$ cat src/rtl/gpu_dram_req_queue.sv
// gpu_dram_req_queue
//
// Request buffer between the GPU core's DRAM port and a single-beat AXI4
// master FSM. Core requests are queued in order in a FIFO. Exactly one
// transaction is outstanding on the memory side at a time. Read data goes
// back to the core over a held response handshake. Write completions are
// absorbed here and never reach the core.
//
// Handshake semantics (all three channels): a transfer happens on a rising
// clk edge where valid && ready are both high. Once the producer raises
// valid, it holds valid and its payload stable until that edge. The
// consumer may drive ready independently of valid.
//
// Ports
//   clk, rst           core clock; asynchronous active-high reset
//   i_req_*/o_req_ready core request channel (we, addr, wdata)
//   o_rsp_*/i_rsp_ready read response channel (rdata, err)
//   o_mem_*/i_mem_ready transaction to the AXI master (we, addr, wdata)
//   i_mem_done         1-cycle completion pulse, with i_mem_rdata/i_mem_resp
//   o_level            FIFO occupancy (excludes the in-flight transaction)
//   o_err_cnt          saturating count of non-OKAY completions
//   o_busy             FIFO non-empty or FSM not idle
//   o_state            FSM state, exposed for debug and checkers
module gpu_dram_req_queue #(
    parameter int ADDR_WIDTH    = 32,
    parameter int DATA_WIDTH    = 32,
    parameter int DEPTH         = 8,
    parameter int ERR_CNT_WIDTH = 8
) (
    input  logic                     clk,
    input  logic                     rst,
    input  logic                     i_req_valid,
    output logic                     o_req_ready,
    input  logic                     i_req_we,
    input  logic [ADDR_WIDTH-1:0]    i_req_addr,
    input  logic [DATA_WIDTH-1:0]    i_req_wdata,
    output logic                     o_rsp_valid,
    input  logic                     i_rsp_ready,
    output logic [DATA_WIDTH-1:0]    o_rsp_rdata,
    output logic                     o_rsp_err,
    output logic                     o_mem_valid,
    input  logic                     i_mem_ready,
    output logic                     o_mem_we,
    output logic [ADDR_WIDTH-1:0]    o_mem_addr,
    output logic [DATA_WIDTH-1:0]    o_mem_wdata,
    input  logic                     i_mem_done,
    input  logic [DATA_WIDTH-1:0]    i_mem_rdata,
    input  logic [1:0]               i_mem_resp,
    output logic [$clog2(DEPTH):0]   o_level,
    output logic [ERR_CNT_WIDTH-1:0] o_err_cnt,
    output logic                     o_busy,
    output logic [1:0]               o_state
);

    localparam int PTR_W   = $clog2(DEPTH);
    localparam int ENTRY_W = 1 + ADDR_WIDTH + DATA_WIDTH;
    localparam logic [PTR_W:0] LEVEL_FULL = (PTR_W + 1)'(DEPTH);

    localparam logic [1:0] ST_IDLE  = 2'd0;
    localparam logic [1:0] ST_ISSUE = 2'd1;
    localparam logic [1:0] ST_WAIT  = 2'd2;
    localparam logic [1:0] ST_RESP  = 2'd3;

    // ---------------------------------------------------------------
    // Request FIFO
    // ---------------------------------------------------------------
    logic [ENTRY_W-1:0] fifo_mem_q [DEPTH];
    logic [PTR_W-1:0]   wr_ptr_q, wr_ptr_d;
    logic [PTR_W-1:0]   rd_ptr_q, rd_ptr_d;
    logic [PTR_W:0]     level_q, level_d;
    logic               full;
    logic               push;
    logic               pop;
    logic [ENTRY_W-1:0] head;

    // Ready comes from registered occupancy only. A pop in the same cycle
    // does not open a slot for a push while full.
    assign full = (level_q == LEVEL_FULL);
    assign push = i_req_valid && !full;
    assign head = fifo_mem_q[rd_ptr_q];

    always_comb begin
        wr_ptr_d = wr_ptr_q;
        rd_ptr_d = rd_ptr_q;
        level_d  = level_q;
        if (push) begin
            wr_ptr_d = wr_ptr_q + 1'b1;
        end
        if (pop) begin
            rd_ptr_d = rd_ptr_q + 1'b1;
        end
        case ({push, pop})
            2'b10:   level_d = level_q + 1'b1;
            2'b01:   level_d = level_q - 1'b1;
            default: level_d = level_q;
        endcase
    end

    // Storage carries no reset; validity is tracked by the pointers.
    always_ff @(posedge clk) begin
        if (push) begin
            fifo_mem_q[wr_ptr_q] <= {i_req_we, i_req_addr, i_req_wdata};
        end
    end

    // ---------------------------------------------------------------
    // Issue / response FSM
    // ---------------------------------------------------------------
    logic [1:0]               state_q, state_d;
    logic                     mem_we_q, mem_we_d;
    logic [ADDR_WIDTH-1:0]    mem_addr_q, mem_addr_d;
    logic [DATA_WIDTH-1:0]    mem_wdata_q, mem_wdata_d;
    logic [DATA_WIDTH-1:0]    rsp_rdata_q, rsp_rdata_d;
    logic                     rsp_err_q, rsp_err_d;
    logic [ERR_CNT_WIDTH-1:0] err_cnt_q, err_cnt_d;

    // The head is popped only from IDLE, which keeps one transaction in
    // flight and preserves read-after-write ordering to the same address.
    assign pop = (state_q == ST_IDLE) && (level_q != '0);

    always_comb begin
        state_d     = state_q;
        mem_we_d    = mem_we_q;
        mem_addr_d  = mem_addr_q;
        mem_wdata_d = mem_wdata_q;
        rsp_rdata_d = rsp_rdata_q;
        rsp_err_d   = rsp_err_q;
        err_cnt_d   = err_cnt_q;
        case (state_q)
            ST_IDLE: begin
                if (pop) begin
                    {mem_we_d, mem_addr_d, mem_wdata_d} = head;
                    state_d = ST_ISSUE;
                end
            end
            ST_ISSUE: begin
                if (i_mem_ready) begin
                    state_d = ST_WAIT;
                end
            end
            ST_WAIT: begin
                // Completions are only meaningful here; a stray pulse in
                // any other state is dropped.
                if (i_mem_done) begin
                    if ((i_mem_resp != 2'b00) && (err_cnt_q != '1)) begin
                        err_cnt_d = err_cnt_q + 1'b1;
                    end
                    if (mem_we_q) begin
                        state_d = ST_IDLE;
                    end else begin
                        rsp_rdata_d = i_mem_rdata;
                        rsp_err_d   = (i_mem_resp != 2'b00);
                        state_d     = ST_RESP;
                    end
                end
            end
            ST_RESP: begin
                if (i_rsp_ready) begin
                    state_d = ST_IDLE;
                end
            end
            default: state_d = ST_IDLE;
        endcase
    end

    always_ff @(posedge clk or posedge rst) begin
        if (rst) begin
            wr_ptr_q    <= '0;
            rd_ptr_q    <= '0;
            level_q     <= '0;
            state_q     <= ST_IDLE;
            mem_we_q    <= 1'b0;
            mem_addr_q  <= '0;
            mem_wdata_q <= '0;
            rsp_rdata_q <= '0;
            rsp_err_q   <= 1'b0;
            err_cnt_q   <= '0;
        end else begin
            wr_ptr_q    <= wr_ptr_d;
            rd_ptr_q    <= rd_ptr_d;
            level_q     <= level_d;
            state_q     <= state_d;
            mem_we_q    <= mem_we_d;
            mem_addr_q  <= mem_addr_d;
            mem_wdata_q <= mem_wdata_d;
            rsp_rdata_q <= rsp_rdata_d;
            rsp_err_q   <= rsp_err_d;
            err_cnt_q   <= err_cnt_d;
        end
    end

    // ---------------------------------------------------------------
    // Outputs
    // ---------------------------------------------------------------
    assign o_req_ready = !full;
    assign o_mem_valid = (state_q == ST_ISSUE);
    assign o_mem_we    = mem_we_q;
    assign o_mem_addr  = mem_addr_q;
    assign o_mem_wdata = mem_wdata_q;
    assign o_rsp_valid = (state_q == ST_RESP);
    assign o_rsp_rdata = rsp_rdata_q;
    assign o_rsp_err   = rsp_err_q;
    assign o_level     = level_q;
    assign o_err_cnt   = err_cnt_q;
    assign o_busy      = (state_q != ST_IDLE) || (level_q != '0);
    assign o_state     = state_q;

endmodule
$ cat config.mk
export PLATFORM = sky130hd
export DESIGN_NAME = gpu_dram_req_queue
export DESIGN_NICKNAME = d
export VERILOG_FILES = /design/src/rtl/gpu_dram_req_queue.sv
export SDC_FILE = /design/constraint.sdc
export NUM_CORES = 1
export LEC_CHECK = 0
export ABC_AREA = 0
export CAP_MARGIN = 30
export CORE_ASPECT_RATIO = 2
export CORE_MARGIN = 4
export CORE_UTILIZATION = 40
export CTS_CLUSTER_DIAMETER = 100
export DETAILED_ROUTE_END_ITERATION = 12
export GPL_TIMING_DRIVEN = 0
export SLEW_MARGIN = 20
export SYNTH_ARGS = -nofsm -noshare
export SYNTH_HDL_FRONTEND = slang
export SYNTH_SLANG_ARGS = --single-unit
$ cat constraint.sdc
create_clock -name clk -period 7.5 [get_ports clk]
set_clock_uncertainty 0.1 [all_clocks]
set_input_delay 1.5 -clock clk [delete_from_list [all_inputs] [get_ports clk]]
set_output_delay 1.5 -clock clk [all_outputs]
set_load 0.005 [all_outputs]
==> results.md, run 1 <==
* Worst-path cell chain: nor4_2 -> nand2_1 -> clkdlybuf4s50_1
* Initial antenna violation count at 7
* Worst path arrival time at between 2 and 2.5 ns
* Maximum vdd ir drop at roughly 0.22 mV
* Die W at 183 um
* Clk sinks at roughly 640
* Residual DRC at 0
* Area of the core at around 0.06 mm^2
* Final setup viols at 0
* IO Port Bufs at 220
* First-pass GRT wire length at ~89000 um
* Top delay family on crit path: simple AND/OR/NAND/NOR gates
* RSZ-0062 raised after global routing: no
* Synth unique cells at 39
* Post-synthesis sequential area ratio at 0.761
* Syn nets at 1541
* # resized after CTS at 0
* M2 GR Usage at 0.342
* Least-Margin Pin Slew at 1.02 ns
* Synth top area share at 0.640
* Drt wl/cell at 23.5 um
* Met1 Track Usage GR at 0.206
* Hold WC Path Type: reg -> reg
* Endpoints failing hold at 0
* Hold Startpoint: o_mem_addr[6]
* Final worst-path cycle share at 0.526
* Post-synth EDFFs at between 500 and 600
* Rel. slew slack at 0.321
* CTS tree: done
* Reg area at roughly 0.019 mm^2
* Worst-path clk slew at approximately 0.070 ns
* CP startpoint: o_level[1]
* CTS buffer count at 53
* Post-synth ARST share at 0.185
* Ys flop type: edfxtp_1
* Syn. warnings at 0
* Ratio of cells with drive above 1 in the final layout at 0.137
* Pre-CTS setup slack at roughly 3.1 ns
* Grt ovf at 0
* Vias in the first global route at around 14000
* Routed vias at about 14000
* M3 GR Usage at 0.0334
* Clk_lat worst skew at 0.60 ns
* Fin. max-slew vios at 0
* Largest net degree at the start of global routing at 80
* Clock Root Buffer: clkbuf_16
* Routed WL at slightly above 60000 um
* Final Non-Filler Cells at between 2000 and 3000
* H-tree level count at 2
* Post-CTS Hold Buffers at 0
* Worst path bufs/invs at 1
* Buffer count from post-CTS setup fixing at 0
* # fillers at roughly 5000
* Initial drt markers at 802
* Die H at around 360 um
* Initial DRT Pass Iterations at 5
* Hold slack at roughly 0.37 ns
* # IOs at around 220
* Placer Congestion at 0.746
* GR peak layer: met2
* Mapped Avg Cell Area at 17.1 um^2
* Fmax at roughly 0.25 GHz
* Total track usage at 0.183
* Max Buffers Root-to-Sink at 3
* Post-Syn Instances at between 1000 and 1500
* Multi-input gate area at 0.00547 mm^2
* FP Rows at between 100 and 150
* Worst Setup End Kind: primary output
* Setup slack after layout at 3.56 ns
* Area Overhead vs Synth at 23.4%
* Placed Cells at around 2500
* Worst Path Max Fanout at 8
* Leading area contributor after synthesis: edfxtp_1
* Critical path type: reg -> out
* Vias/cell at about 5.2
* Synthesized flop and latch total at 638
* Max incr delay on CP at 0.65 ns
* Initial core utilization at 0.405
* Final ANT Viol Nets at 0
* Final layout net count at around 1900
* CP max-delay cell: nor4_2
* Synth area leaders: edfxtp_1 (64%), dfrtp_1 (12%), mux2i_1 (11%)
* PD cells at 389 mW/mm^2
* Die area at about 0.065 mm^2
* Run status: completed
* Mapped Area at ~0.024 mm^2
* Max-cap violations at 0
* Setup crit start kind: flop
* Leakage at 0.0109 uW
* R2R Path Start: o_level[1]
* Fin crit period at around 4 ns
* Worst path required time at just under 6 ns
* HPWL after DPL at 41600 um
-- flip-flops by register name, summed over array words and instances, names as in the netlist, 2 cells and up --
signal,cells
o_mem_wdata,32
o_state,2
rd_ptr_q,3
fifo_mem_q,520
wr_ptr_q,3
o_level,4
o_rsp_rdata,32
o_err_cnt,8
o_mem_addr,32
-- worst min-delay path: stages, from the launching register on --
cell and delay [ns]:
dfrtp_1 0.34, nand2_1 0.05, nand2_1 0.05
-- synthesized netlist by cell type (2+ instances only) --
library cell    n
a21oi_1         7
a22oi_1       130
buf_1           6
buf_2          23
buf_4          22
buf_6           3
clkbuf_1       21
dfrtp_1       118
edfxtp_1      520
ha_1            6
inv_1           2
mux2_2         36
mux2i_1       262
nand2_1       142
nand2b_1        5
nand3_1        71
nor2_1         12
nor2b_1         3
nor3_1          7
nor4_1          2
o21ai_0         3
xnor2_1         9
xor2_1          4
-- per-layer routing --
metal,vias to the layer above,wire (um)
met5,-,45
met4,6,2030
met3,115,3600
met2,458,32600
met1,6809,22400
li1,6162,-
-- cell families (layout without fill, tap and decap cells) --
| family | after synthesis | after routing | share of synthesized area |
|---|---|---|---|
| xor gates and xnor gates | 13 | 13 | 0.00467 |
| muxes | 298 | 298 | 0.124 |
| DFF | 638 | 638 | 0.761 |
| other | 0 | 4 | 0 |
| adders and majority gates | 6 | 6 | 0.00308 |
| AOI/OAI and AO/OA | 142 | 142 | 0.0429 |
| buffers and inverters | 78 | 453 | 0.0175 |
| and+or+nand+nor | 255 | 255 | 0.0471 |
-- stage by stage --
stage / area (um^2) / util / power [uW] / TNS, ns
detailed placement: 28300 / 0.469 / 8910 / 0
finish: 30100 / 0.500 / 11700 / 0
CTS: 30100 / 0.500 / 11900 / 0
global placement: 27600 / 0.458 / 8780 / -1589.88
floorplan: 24400 / - / 7050 / 0
global route: 30100 / 0.500 / 12300 / 0
-- layout make-up --
| cell class | count | share of cell area |
|---|---|---|
| Timing Repair Buffer | 278 | 0.0939 |
| Antenna cell | 4 | 0.000332 |
| Sequential cell | 638 | 0.616 |
| Inverter | 3 | 0.000623 |
| Tap cell | 774 | 0.0321 |
| Clock buffer | 61 | 0.0457 |
| Buffer | 75 | 0.0138 |
| Clock inverter | 36 | 0.0157 |
| Multi-Input combinational cell | 714 | 0.182 |
-- power breakdown --
group	switching [uW]	leakage, uW	total (uW)	internal (uW)
sequential	312	0.00616	4900	4590
clock	1270	0.000877	2950	1670
combinational	2180	0.00385	3870	1690
total	3760	0.0109	11700	7950
-- cells in the final DEF (no fill, tap or decap), drive strengths merged, types with 2 or more instances in the layout --
cell type,count
and2,2
xor2,4
clkdlybuf4s50,220
a21oi,7
clkbuf,82
o21ai,3
clkinv,12
nor4,3
nor3,7
nand3,71
nor2b,3
inv,7
mux2,36
nor2,13
nand2b,5
ha,6
dfrtp,118
mux2i,262
edfxtp,520
bufinv,10
buf,112
nand2,142
xnor2,9
diode,4
clkinvlp,10
a22oi,130
nand3b,2
-- final timing paths --
kind / slack, ns / endpoint / cells past startpoint
min in group asynchronous: 1.18 / o_rsp_rdata[29] / 2
max in group asynchronous: 5.35 / o_mem_wdata[17] / 3
hold reg to reg: 0.37 / o_mem_addr[6] / 2
setup reg to reg: 4.23 / o_level[3] / 10
hold / removal: 0.37 / o_mem_addr[6] / 2
setup / recovery: 3.56 / o_busy / 3
Power figures use the tool's default switching activity.
==> inputs of run 2 (changes only) <==
Clock period 7.5 ns to 3.85 ns, I/O delays scaled along.
==> run 2 against run 1 <==
Compared with the run above: setup slack lost 2.9 ns; largest cell class unchanged; routed wire length grew 0.99%; total power grew 94%; critical endpoint is now fifo_mem_q[2][18]; critical path depth grew 6; via count shrank 0.33%.
==> results.md, run 2 (synthesis gave the netlist of run 1 again) <==
* # fillers at 5104 (+2.5%)
* CP most frequent cell: buf_8
* Final Non-Filler Cells at 2576 (-0.27%)
* FF-to-FF path depth at 9 (-1)
* M1 WL at 22900 um (+2.2%)
* Max-cap violations at 0 (unchanged)
* Vias in the first global route at 14413 (+1.6%)
* Max incr delay on CP at 0.74 ns (+0.09 ns)
* Drt wl/cell at 23.8 um (+1.3%)
* Area Overhead vs Synth at 24.0%
* Area of the core at 0.0602 mm^2 (unchanged)
* Initial core utilization at 0.405 (unchanged)
* Worst path depth at 9 (+6)
* First-pass GRT wire length at 90700 um (+1.6%)
* CTS tree: done
* Worst-path clk slew at 0.07 ns (about the same)
* Grt ovf at 0 (unchanged)
* Post-CTS Hold Buffers at 0 (unchanged)
* Largest net degree at the start of global routing at 34 (-57%)
* Clock Root Buffer: clkbuf_16
* Hold depth at 2 (unchanged)
* Ratio of cells with drive above 1 in the final layout at 0.128 (-0.00892)
* Worst path required time at 4.04 ns (-1.86 ns)
* Routed WL at 61300 um (+0.99%)
* Worst Setup End Kind: flop
* Fin crit period at between 3 and 4 ns
* Initial antenna violation count at 4 (-3)
* H-tree level count at 2 (unchanged)
* Clk_lat worst skew at 0.59 ns (about the same)
* Met3 routed WL at 3220 um (-11%)
* Buffer count from post-CTS setup fixing at 0 (unchanged)
* Power, Total at 22700 uW (+94%)
* Final worst-path cycle share at 0.832
* Routed vias at 13505 (-0.33%)
* Final Util at 0.502 (+0.00214)
* Die area at 0.0653 mm^2 (unchanged)
* Critical path type: reg -> reg
* CP max-delay cell: nor3_4
* Clk sinks at 638 (unchanged)
* Die W at 183 um (unchanged)
* Setup crit start kind: flop
* Rel. slew slack at 0.389 (+0.0682)
* Placer Congestion at 0.731 (-2.0%)
* Highest Signal Layer: met5
* Initial drt markers at 745 (-7.1%)
* Largest Register: fifo_mem_q
* Initial DRT Pass Iterations at 5 (unchanged)
* DR WL met2 at 33500 um (+2.5%)
* Fmax at between 0.3 and 0.4 GHz
* Top delay family on crit path: simple AND/OR/NAND/NOR gates
* Run status: completed
* HPWL after DPL at 42400 um (+1.9%)
* Vias/cell at 5.24 (about the same)
* Total negative slack at 0 ns (unchanged)
* Final setup viols at 0 (unchanged)
* Fin. max-slew vios at 0 (unchanged)
* Placed Cells at 2471 (-0.44%)
* # IOs at 221 (unchanged)
* FP Rows at 127 (unchanged)
* Worst Path Max Fanout at 11 (+3)
* Residual DRC at 0 (unchanged)
* Worst-path cell chain: nor3_1 -> nand2_1 -> nand2_1 -> nor3_4 -> buf_8 -> buf_8 -> buf_6 -> buf_8 -> buf_8
* # resized after CTS at 0 (unchanged)
* RSZ-0062 raised after global routing: no
* Worst path arrival time at 3.39 ns (+1.05 ns)
* Final layout net count at 1864 (-0.53%)
* Max reg flops at 520 (unchanged)
* Leakage at 0.0109 uW (about the same)
* IO Port Bufs at 220 (unchanged)
* Endpoints failing hold at 0 (unchanged)
* PD cells at 751 mW/mm^2 (+93%)
* Worst path bufs/invs at 5 (+4)
* Hold WC Path Type: reg -> reg
* Final ANT Viol Nets at 0 (unchanged)
* Die H at 357 um (unchanged)
* Leading cell types in the layout, fill and taps excluded: edfxtp_1 (520), mux2i_1 (262), clkdlybuf4s50_1 (220), nand2_1 (142), a22oi_1 (130)
* CTS buffer count at 54 (+1.9%)
* Leading cell type in the layout, fill and taps excluded: edfxtp_1
* Max Buffers Root-to-Sink at 3 (unchanged)
* Maximum vdd ir drop at 0.368 mV (+67%)
* Final instance area at 0.0303 mm^2 (+0.43%)
* Total track usage at 0.185 (+0.00275)
* Post-place instance area at 0.0284 mm^2 (+0.59%)
* Least-Margin Pin Slew at 0.917 ns (-0.102 ns)
==> run 2: cell types whose count changed in the layout (fill, tap and decap cells not counted), sizes merged <==
cell | before | now
buf | 112 | 101
bufinv | 10 | 7
clkbuf | 82 | 96
clkinv | 12 | 13
clkinvlp | 10 | 5
inv | 7 | 4
==> run 2: final timing paths <==
path,to,slack (ns),start
max,fifo_mem_q[2][18],0.65,o_level[0]
min,o_mem_wdata[27],0.37,o_mem_wdata[27]
max reg2reg,fifo_mem_q[2][18],0.65,o_level[0]
min reg2reg,o_mem_wdata[27],0.37,o_mem_wdata[27]
max in group asynchronous,o_mem_wdata[11],2.29,rst
min in group asynchronous,o_level[2],0.39,rst
==> run 2: layout make-up <==
| class | count | area (um^2) | share of cell area |
|---|---|---|---|
| repair buffers | 267 | 2980 | 0.0984 |
| multi-input cells | 714 | 5500 | 0.182 |
| well taps | 774 | 968 | 0.0320 |
| clock inverters | 26 | 319 | 0.0105 |
| plain buffers | 75 | 415 | 0.0137 |
| diodes | 4 | 10.0 | 0.000331 |
| flip-flops and latches | 638 | 18600 | 0.614 |
| inverters | 3 | 15.0 | 0.000496 |
| clock buffers | 75 | 1490 | 0.0493 |
==> run 2: power by group <==
part / total (uW) / switching (uW) / internal [uW] / leakage, uW
registers: 9550 / 618 / 8940 / 0.00616
clock network: 5570 / 2390 / 3190 / 0.000878
logic: 7600 / 4260 / 3340 / 0.00386
total: 22700 / 7260 / 15500 / 0.0109
==> run 2: worst reg2reg max path: stages (launching register included) <==
cell     delay [ns]
dfrtp_1        0.50
nor3_1         0.09
nand2_1        0.15
nand2_1        0.35
nor3_4         0.74
buf_8          0.25
buf_8          0.19
buf_6          0.19
buf_8          0.17
buf_8          0.17
==> run 2: metrics by stage <==
step | hold slack (ns) | setup slack [ns]
2_1_floorplan | 0.368 | -0.408
3_3_place_gp | 0.363 | -3.99
3_5_place_dp | 0.363 | 0.0557
4_1_cts | 0.366 | 0.591
5_1_grt | 0.393 | 0.440
6_report | 0.374 | 0.647
==> run 2: per-layer routing <==
metal  vias up  global-route usage
li1       6156                   -
met1      6843               0.210
met2       402               0.352
met3       102              0.0310
met4         2              0.0589
met5         -                   0
==> inputs of run 3 (changes only) <==
Clock period 3.85 ns to 3.2 ns, I/O delays scaled along.
==> run 3 against run 2 <==
Compared with the run above: flip-flop and latch count stayed put; combinational power increased by 21%; total power rose by 21%; worst hold slack got worse by 0.084 ns; utilization is 0.24 points higher; register-to-register slack lost 0.37 ns; critical path depth up 3; design area rose by 0.48%.
==> results.md, run 3 (synthesis gave the netlist of run 1 again) <==
* Run status: completed
* Initial drt markers at 973 (+31%)
* Leakage at 0.0109 uW (+0.46%)
* GR peak layer: met2
* PD cells at 906 mW/mm^2 (+21%)
* Initial antenna violation count at 8 (+4)
* M2 GR Usage at 0.356 (+0.00349)
* FP Rows at 127 (unchanged)
* Fin crit period at 2.92 ns (-0.284 ns)
* Final setup viols at 0 (unchanged)
* Buffer count from post-CTS setup fixing at 0 (unchanged)
* Final instance area at 0.0304 mm^2 (+0.48%)
* Clock Root Buffer: clkbuf_16
* Final Non-Filler Cells at 2579 (+0.12%)
* Initial core utilization at 0.405 (unchanged)
* Placed Cells at 2472 (+0.040%)
* Fmax at 0.343 GHz (+9.7%)
* Leading cell type in the layout, fill and taps excluded: edfxtp_1
* Maximum vdd ir drop at 0.505 mV (+37%)
* Largest net degree at the start of global routing at 33 (-2.9%)
* Worst path required time at 3.59 ns (-0.45 ns)
* CTS buffer count at 54 (unchanged)
* # fillers at 4991 (-2.2%)
* R2R Path Start: o_level[1]
* Area of the core at 0.0602 mm^2 (unchanged)
* Final layout net count at 1865 (+0.054%)
* Reg2reg setup slack at 0.28 ns (-0.37 ns)
* Max Buffers Root-to-Sink at 3 (unchanged)
* Hold slack at 0.289 ns (-0.0845 ns)
* HPWL after DPL at 41900 um (-1.2%)
* Routed WL at 60900 um (-0.74%)
* Die H at 357 um (unchanged)
* Ratio of cells with drive above 1 in the final layout at 0.134 (+0.00652)
* Worst path arrival time at 3.31 ns (-0.08 ns)
* Reg area at 0.0186 mm^2 (about the same)
* Placer Congestion at 0.740 (+1.3%)
* Critical path type: reg -> reg
* Grt ovf at 0 (unchanged)
* Max-cap violations at 0 (unchanged)
* Hold WC Path Type: in -> async
* Drt wl/cell at 23.6 um (-0.86%)
* # resized after CTS at 1 (+1)
* Least-Margin Pin Slew at 0.917 ns (+0.000489 ns)
* Final Util at 0.505 (+0.00241)
* Largest Register: fifo_mem_q
* Leading cell types in the layout, fill and taps excluded: edfxtp_1 (520), mux2i_1 (262), clkdlybuf4s50_1 (220), nand2_1 (140), a22oi_1 (130)
* Met1 Track Usage GR at 0.207 (-0.00284)
* CTS tree: done
* Vias in the first global route at 14433 (+0.14%)
* RSZ-0062 raised after global routing: no
* First-pass GRT wire length at 91200 um (+0.59%)
* # IOs at 221 (unchanged)
* Final worst-path cycle share at 0.912 (+0.0803)
* Endpoints failing hold at 0 (unchanged)
* Multi-input gate area at 0.00552 mm^2 (+0.43%)
* Area Overhead vs Synth at 24.6%
* Final ANT Viol Nets at 0 (unchanged)
* Clk_lat worst skew at 0.60 ns (about the same)
* Worst Setup End Kind: flop
* M3 GR Usage at 0.0332 (+0.00214)
* H-tree level count at 2 (unchanged)
* IO Port Bufs at 220 (unchanged)
* Residual DRC at 0 (unchanged)
* Max reg flops at 520 (unchanged)
* Total track usage at 0.185 (-0.000471)
* Worst reg2reg endpoint: o_level[2]
* Die W at 183 um (unchanged)
* Crit path to: o_level[2]
* Setup crit start kind: flop
* Clk sinks at 638 (unchanged)
* Post-place instance area at 0.0285 mm^2 (+0.25%)
* FF-to-FF path depth at 12 (+3)
* Total negative slack at 0 ns (unchanged)
* Fin. max-slew vios at 0 (unchanged)
* Die area at 0.0653 mm^2 (unchanged)
* Post-CTS Hold Buffers at 0 (unchanged)
* Rel. slew slack at 0.389 (about the same)
* Vias/cell at 5.23 (-0.20%)
* Initial DRT Pass Iterations at 5 (unchanged)
* Worst-path clk slew at 0.07 ns (about the same)
* Worst Path Max Fanout at 11 (unchanged)
* Routed vias at 13494 (-0.081%)
* CP startpoint: o_level[1]
## run 3: final cells by class
class / count / share of cell area
timing repair buffer: 268 / 0.0996
inverter: 3 / 0.000494
clock buffer: 72 / 0.0507
buffer: 75 / 0.0137
sequential: 638 / 0.611
clock inverter: 30 / 0.0109
multi-input combinational: 714 / 0.182
tap: 774 / 0.0319
antenna: 5 / 0.000412
## run 3: power by group
part	total [uW]	internal, uW	switching, uW
Combinational	9160	4050	5110
Clock	6910	3900	3010
Sequential	11500	10800	743
## run 3: metrics by stage
| step | worst slack (ns) | total power (uW) |
|---|---|---|
| floorplan | -0.933 | 16500 |
| global placement | -4.78 | 20500 |
| detailed placement | -0.171 | 21000 |
| CTS | 0.188 | 27900 |
| global route | 0.0555 | 29000 |
| finish | 0.281 | 27600 |
## run 3: worst min path at each step
| stage | end | slack (ns) | cells past startpoint |
|---|---|---|---|
| 2_1_floorplan | o_mem_addr[21] | 0.37 | 2 |
| 3_3_place_gp | o_mem_addr[22] | 0.36 | 2 |
| 3_5_place_dp | o_mem_wdata[16] | 0.36 | 2 |
| 4_1_cts | o_rsp_rdata[9] | 0.28 | 2 |
| 5_1_grt | o_rsp_rdata[9] | 0.31 | 2 |
| 6_report | o_rsp_rdata[9] | 0.29 | 2 |
## run 3: critical path, stage by stage (launching register included)
cell	delay, ns
dfrtp_2	0.48
nor4_4	0.43
nand2b_1	0.16
buf_4	0.14
inv_2	0.07
buf_2	0.24
ha_1	0.31
xor2_1	0.17
ha_1	0.18
a21oi_1	0.14
xor2_1	0.15
nor2_1	0.06
xor2_1	0.14
## run 3: metal layers
metal	vias to the layer above	share of wire
li1	6162	-
met1	6844	0.37
met2	395	0.55
met3	87	0.054
met4	6	0.022
met5	-	0.00058
